<file path="src/rtl/tc_pkg.sv">
// tc_pkg: shared types and constants for the memory-mapped down-counter timer.
// Contents: FSM state enum, register offsets (addr[3:2]), CTRL bit layout,
// MODE codes and a small MODE decode helper.
// Optional feature macro: TC_AUTORELOAD_EN (see tc_regs / timer_counter).
package tc_pkg;

  localparam int unsigned DATA_W = 32;
  localparam int unsigned CTRL_W = 4;

  // Timer sequencing states.
  typedef enum logic [1:0] {
    ST_IDLE = 2'd0,
    ST_LOAD = 2'd1,
    ST_CNT  = 2'd2,
    ST_INT  = 2'd3
  } tc_state_e;

  // Register offsets as seen on addr[3:2]; 2'b11 is reserved.
  localparam logic [1:0] OFF_CTRL   = 2'b00;
  localparam logic [1:0] OFF_PRESET = 2'b01;
  localparam logic [1:0] OFF_COUNT  = 2'b10;

  // CTRL bit indices.
  localparam int unsigned CTRL_EN_BIT   = 0;
  localparam int unsigned CTRL_MODE_LSB = 1;
  localparam int unsigned CTRL_MODE_MSB = 2;
  localparam int unsigned CTRL_IM_BIT   = 3;

  // MODE codes; 2'b1x is treated as one-shot.
  localparam logic [1:0] MODE_ONESHOT    = 2'b00;
  localparam logic [1:0] MODE_AUTORELOAD = 2'b01;

  // CTRL payload, MSB first so it overlays CTRL[3:0] directly.
  typedef struct packed {
    logic       im;
    logic [1:0] mode;
    logic       en;
  } tc_ctrl_t;

  // Only the exact auto-reload code reloads; everything else is one-shot.
  function automatic logic is_autoreload(input logic [1:0] mode);
    return (mode == MODE_AUTORELOAD);
  endfunction

endpackage

</file>
<file path="src/rtl/tc_regs.sv">
// tc_regs: address decode, CTRL/PRESET storage and read-data mux.
// Ports:
//   clk, reset_n   - clock, async active-low reset
//   reg_sel_i      - register select (addr[3:2])
//   we_i           - write strobe (already window-qualified)
//   wdata_i        - write data
//   count_i        - live COUNT value from the timer core (read only)
//   en_clr_i       - timer core request to clear CTRL.EN (one-shot terminal)
//   ctrl_o         - stored CTRL[3:0]
//   preset_o       - stored PRESET
//   ctrl_wr_c_o    - combinational: CTRL write happening this cycle
//   rdata_c_o      - combinational read data
// Macro TC_AUTORELOAD_EN: when undefined, MODE is forced to one-shot on write.
module tc_regs
  import tc_pkg::*;
(
  input  logic              clk,
  input  logic              reset_n,
  input  logic [1:0]        reg_sel_i,
  input  logic              we_i,
  input  logic [DATA_W-1:0] wdata_i,
  input  logic [DATA_W-1:0] count_i,
  input  logic              en_clr_i,
  output logic [CTRL_W-1:0] ctrl_o,
  output logic [DATA_W-1:0] preset_o,
  output logic              ctrl_wr_c_o,
  output logic [DATA_W-1:0] rdata_c_o
);

  tc_ctrl_t          ctrl_q, ctrl_d, ctrl_wdata_c;
  logic [DATA_W-1:0] preset_q, preset_d;
  logic              ctrl_wr_c, preset_wr_c;

  assign ctrl_wr_c   = we_i && (reg_sel_i == OFF_CTRL);
  assign preset_wr_c = we_i && (reg_sel_i == OFF_PRESET);

  // Value a CTRL write stores; without the feature MODE always lands as one-shot.
`ifdef TC_AUTORELOAD_EN
  assign ctrl_wdata_c = tc_ctrl_t'(wdata_i[CTRL_W-1:0]);
`else
  assign ctrl_wdata_c = tc_ctrl_t'({wdata_i[CTRL_IM_BIT], MODE_ONESHOT, wdata_i[CTRL_EN_BIT]});
`endif

  // Next-state: a CPU CTRL write beats the core's EN clear in the same cycle.
  always_comb begin
    ctrl_d   = ctrl_q;
    preset_d = preset_q;
    if (ctrl_wr_c) begin
      ctrl_d = ctrl_wdata_c;
    end else if (en_clr_i) begin
      ctrl_d.en = 1'b0;
    end
    if (preset_wr_c) begin
      preset_d = wdata_i;
    end
  end

  // Register storage.
  always_ff @(posedge clk or negedge reset_n) begin
    if (!reset_n) begin
      ctrl_q   <= '0;
      preset_q <= '0;
    end else begin
      ctrl_q   <= ctrl_d;
      preset_q <= preset_d;
    end
  end

  // Read mux; reserved offset reads zero.
  always_comb begin
    rdata_c_o = '0;
    case (reg_sel_i)
      OFF_CTRL:   rdata_c_o = {{(DATA_W-CTRL_W){1'b0}}, ctrl_q};
      OFF_PRESET: rdata_c_o = preset_q;
      OFF_COUNT:  rdata_c_o = count_i;
      default:    rdata_c_o = '0;
    endcase
  end

  assign ctrl_o      = ctrl_q;
  assign preset_o    = preset_q;
  assign ctrl_wr_c_o = ctrl_wr_c;

endmodule

</file>
<file path="src/rtl/timer_counter.sv">
// timer_counter: memory-mapped 32-bit down-counter timer with interrupt.
// Ports:
//   clk      - system clock
//   reset_n  - async active-low reset
//   addr     - byte address; only addr[3:2] decoded
//   we       - write strobe (window-qualified by the bridge)
//   din      - write data
//   dout     - combinational read data
//   irq      - registered interrupt request (irq_flag & CTRL.IM)
// Macro TC_AUTORELOAD_EN: enables MODE 01 auto-reload; otherwise one-shot only.
module timer_counter
  import tc_pkg::*;
(
  input  logic              clk,
  input  logic              reset_n,
  input  logic [DATA_W-1:0] addr,
  input  logic              we,
  input  logic [DATA_W-1:0] din,
  output logic [DATA_W-1:0] dout,
  output logic              irq
);

  tc_state_e         state_q, state_d;
  logic [DATA_W-1:0] count_q, count_d;
  logic              irq_flag_q, irq_flag_d;
  logic              irq_q;
  logic              en_clr_c, flag_set_c, ctrl_wr_c;
  logic [CTRL_W-1:0] ctrl_bits;
  tc_ctrl_t          ctrl;
  logic [DATA_W-1:0] preset;

  // Address bits outside the register select are intentionally ignored.
  logic unused_addr;
  assign unused_addr = ^{addr[DATA_W-1:4], addr[1:0]};

  assign ctrl = tc_ctrl_t'(ctrl_bits);

  tc_regs u_regs (
    .clk         (clk),
    .reset_n     (reset_n),
    .reg_sel_i   (addr[3:2]),
    .we_i        (we),
    .wdata_i     (din),
    .count_i     (count_q),
    .en_clr_i    (en_clr_c),
    .ctrl_o      (ctrl_bits),
    .preset_o    (preset),
    .ctrl_wr_c_o (ctrl_wr_c),
    .rdata_c_o   (dout)
  );

  // State, counter and interrupt registers.
  always_ff @(posedge clk or negedge reset_n) begin
    if (!reset_n) begin
      state_q    <= ST_IDLE;
      count_q    <= '0;
      irq_flag_q <= 1'b0;
      irq_q      <= 1'b0;
    end else begin
      state_q    <= state_d;
      count_q    <= count_d;
      irq_flag_q <= irq_flag_d;
      irq_q      <= irq_flag_q & ctrl.im;
    end
  end

  // Next-state, counter update and interrupt flag control.
  always_comb begin
    state_d    = state_q;
    count_d    = count_q;
    irq_flag_d = irq_flag_q;
    en_clr_c   = 1'b0;
    flag_set_c = 1'b0;

    case (state_q)
      ST_IDLE: begin
        if (ctrl.en) begin
          state_d = ST_LOAD;
        end
      end
      ST_LOAD: begin
        count_d = preset;
        state_d = ST_CNT;
      end
      ST_CNT: begin
        // Disable freezes COUNT; zero is the terminal count, no wrap below it.
        if (!ctrl.en) begin
          state_d = ST_IDLE;
        end else if (count_q == '0) begin
          state_d    = ST_INT;
          flag_set_c = 1'b1;
        end else begin
          count_d = count_q - DATA_W'(1);
        end
      end
      ST_INT: begin
        // Auto-reload pulses the flag and leaves EN set; one-shot holds it and stops.
        state_d = ST_IDLE;
        if (is_autoreload(ctrl.mode)) begin
          irq_flag_d = 1'b0;
        end else begin
          en_clr_c = 1'b1;
        end
      end
      default: begin
        state_d = ST_IDLE;
      end
    endcase

    // A CTRL write acknowledges the flag; a new terminal count in the same cycle wins.
    if (ctrl_wr_c) begin
      irq_flag_d = 1'b0;
    end
    if (flag_set_c) begin
      irq_flag_d = 1'b1;
    end
  end

  assign irq = irq_q;

endmodule

</file>
<file path="config.mk">
export PLATFORM = sky130hd
export DESIGN_NAME = timer_counter
export DESIGN_NICKNAME = d
export VERILOG_FILES = /design/src/rtl/tc_pkg.sv /design/src/rtl/tc_regs.sv /design/src/rtl/timer_counter.sv
export SDC_FILE = /design/constraint.sdc
export NUM_CORES = 1
export LEC_CHECK = 0
export BUFFER_PORTS_ARGS = -buffer_cell sky130_fd_sc_hd__buf_2
export CORE_ASPECT_RATIO = 0.9
export CORE_UTILIZATION = 30
export DETAILED_ROUTE_END_ITERATION = 10
export MAX_ROUTING_LAYER = met4
export SKIP_LAST_GASP = 1
export SLEW_MARGIN = 0
export SYNTH_ARGS = -nofsm -noshare
export SYNTH_HDL_FRONTEND = slang
export SYNTH_SLANG_ARGS = --single-unit
</file>
<file path="constraint.sdc">
create_clock -name clk -period 2.4 [get_ports clk]
set_input_delay 0.12 -clock clk [delete_from_list [all_inputs] [get_ports clk]]
set_output_delay 0.12 -clock clk [all_outputs]
set_load 0.005 [all_outputs]
</file>
==> results.toml <==
[logic_synthesis]
synthArstFlopShare = 1.000
yosys_most_used_dff = "dfrtp_1"
yosysWarnings = 0
postSynthAreaPerCell_um2 = 9.932
yosysSeqAreaShare = 0.4557
synth_edf_count = 0
syn-instance-count = 387
syn-num-nets = 455
ys_seq_elements = 70
yosysUniqueCellTypes = 49
mappedNetlistArea_mm2 = 0.003844

[timing]
setup_viol = 0
max_slew_margin = 0.6396
hold_violations = 0
tightestPinTransition_ns = 0.5406
finalMaxSlewViolations = 0
finalSetupTns_ns = 0
period_share = 0.9238
final.min_clock_period_ns = 2.217
hold_ws_ns = 0.008336
rsz0062_at_grt = "false"
max_freq_mhz = 451.0
fin_worst_skew_ns = 0.009663

[pwr]
switching_share = 0.3929
seq_power_share = 0.378
power_density_mw_per_mm2 = 1136
comb_power_share = 0.407
vdd_drop_max_uv = 460.6
intPower_uw = 3343
p_sw_uw = 2164
p_leak_uw = 0.002085
clkPwrFrac = 0.214

[route]
detail-route-antenna-nets = 0
viasPerCell = 5.349
dr.pass1.iters = 4
drc_errors = 0
wire_per_inst_um = 16.51
drt-initial-drc-count = 178
wl_um = 10500
vias = 3402

[clock_network]
cts_made_buffers = 9
cts_root_buf = "clkbuf_16"
clock_sinks = 70
clk_latency_ns = 0.34
ctsHtreeMaxLevel = 3
cts.path.max_buffers = 2
tritoncts = "done"
clkSlewWorstSetupHoldPaths_ns = 0.06

[floorplanning]
io_pins = 100
die_w_um = 121.3
coreArea_mm2 = 0.01227
die_area_mm2 = 0.01327
fp.dieH_um = 109.4
rows = 38
initial_utilization = 0.3133

[grt]
antenna_found_initial = 0
grt_pass1_vias = 3411
gr-total-overflow = 0
grt_max_degree = 41
grt_pass1_wl_um = 17580
grtUsageTotal = 0.1771

[worst_hold_path]
hold_class = "input pin to flip-flop"
whs_endpoint = "u_regs.preset_o[7]$_DFFE_PN0P_"
hold_depth = 2
worstHoldStart = "din[7]"

[worst_setup_path]
arrival_ns = 2.44
startpoint_type = "flip-flop"
crit_required_ns = 2.62
r2r_slack_ns = 0.18
r2r_end = "count_q[15]$_DFFE_PN0P_"
critPathKind = "flip-flop to flip-flop"
rr_startpoint = "count_q[1]$_DFFE_PN0P_"
cp-end-kind = "flip-flop"
cp_max_fo = 16
reg2regPathDepth = 10

[finish]
n_antenna_cell = 0
area_growth_pct = 26.07
drive_gt1_frac = 0.3340
fin_nets = 540

[run]
max-cap-violations = 0

[placement]
io_buffers = 69
globalplace.congestion = 0.8404
dp_hpwl_um = 7299

[status]
status = "finished clean"
cells in the final DEF, fill, tap and decap left out, drive strengths merged, types with 11 or more instances in the layout:
| master | synthesis | layout |
|---|---|---|
| a21oi | 22 | 22 |
| a22o | 31 | 31 |
| buf | 11 | 98 |
| clkbuf | 16 | 11 |
| dfrtp | 70 | 70 |
| mux2 | 33 | 33 |
| nand2 | 20 | 20 |
| nor2 | 34 | 34 |
| nor3 | 19 | 19 |
| o21ai | 31 | 31 |
routing by layer:
layer	vias up	routed length (um)	GRT usage
met3	12	499	0.04305
met5	-	0	-
li1	1650	-	-
met4	0	141	0.06173
met2	80	4740	0.2557
met1	1660	5119	0.2408
power groups by stage:
stage,sequential [uW],clock (uW),combinational (uW)
floorplan,1910,0,1550
global placement,2050,0,2090
detailed placement,2080,0,2150
CTS,2060,1220,2170
global route,2160,1270,2510
finish,2080,1180,2240
logic make-up after synthesis:
logic type,Yosys count,share of synthesized area
adders and majority gates,1,0.003255
muxes,35,0.1019
DFF,70,0.4557
AOI/OAI and AO/OA,134,0.2448
and+or+nand+nor,115,0.1605
buffers and inverters,32,0.03386
worst max-delay path by stage:
stage / startpoint / end / slack (ns) / depth (start not counted)
floorplan: count_q[0]$_DFFE_PN0P_ / count_q[25]$_DFFE_PN0P_ / 0.27 / 8
global placement: count_q[0]$_DFFE_PN0P_ / count_q[2]$_DFFE_PN0P_ / 0.11 / 9
detailed placement: count_q[0]$_DFFE_PN0P_ / count_q[2]$_DFFE_PN0P_ / 0.08 / 9
CTS: count_q[0]$_DFFE_PN0P_ / count_q[2]$_DFFE_PN0P_ / 0.04 / 9
global route: count_q[1]$_DFFE_PN0P_ / count_q[15]$_DFFE_PN0P_ / 0.01 / 10
finish: count_q[1]$_DFFE_PN0P_ / count_q[15]$_DFFE_PN0P_ / 0.18 / 10
per-stage QoR:
| step | setup slack, ns | std cells | power, uW | cell area, um^2 | util |
|---|---|---|---|---|---|
| after floorplan | 0.2750 | 387 | 3462 | 3844 | - |
| after global placement | 0.1055 | 614 | 4146 | 4488 | 0.3659 |
| after detailed placement | 0.08100 | 614 | 4230 | 4488 | 0.3659 |
| after CTS | 0.03565 | 631 | 5445 | 4766 | 0.3885 |
| after global routing | 0.01400 | 636 | 5932 | 4846 | 0.3950 |
| final | 0.1828 | 636 | 5507 | 4846 | 0.3950 |
cell type report:
type / count / area, um^2
Clock buffer: 11 / 232.7
Clock inverter: 4 / 25.02
Fill cell: 1251 / 7421
Inverter: 5 / 18.77
Multi-Input combinational cell: 285 / 2008
Sequential cell: 70 / 1752
Tap cell: 160 / 200.2
Timing Repair Buffer: 101 / 609.3
sequential cells by signal (all words and copies together) (netlist names):
signal,cells
count_q,32
u_regs.preset_o,32
state_q,2
u_regs.ctrl_o,2
irq,1
irq_flag_q,1
what timing repair did:
action / 4_1_cts / 5_1_grt
hold buffers: 2 / 1
endpoints found under the setup margin: 0 / 19
resized for setup: 0 / 8
buffers inserted: 0 / 4
endpoints found under the hold margin: 71 / 1
synth_stat cells (4+ instances only):
cell type  instances  area share
nor2_1            34       0.033
a31oi_1            9       0.015
a22o_1            31       0.071
inv_1              5      0.0049
o2bb2ai_1          8       0.018
o21ai_1           23       0.030
o22a_1             7       0.016
or3_1              4      0.0065
nand2b_1           5      0.0081
nor4_1             7       0.011
a21oi_1           22       0.029
nand2_1           20       0.020
nand4_1            6      0.0098
clkbuf_1          16       0.016
a22oi_1           10       0.020
o21ai_0            8       0.010
mux2_2            33       0.097
nor3_1            19       0.025
dfrtp_1           70        0.46
buf_1              5      0.0049
buf_2              5      0.0065
critical path, cell delays in order (launching register included):
cell and delay [ns]:
dfrtp_1 0.41, inv_1 0.09, ha_2 0.19, nor4b_4 0.19, buf_4 0.16, nand4_1 0.18
o31ai_4 0.36, buf_6 0.15, buf_12 0.13, a21oi_1 0.05, o22a_1 0.20
Power figures use the tool's default switching activity.
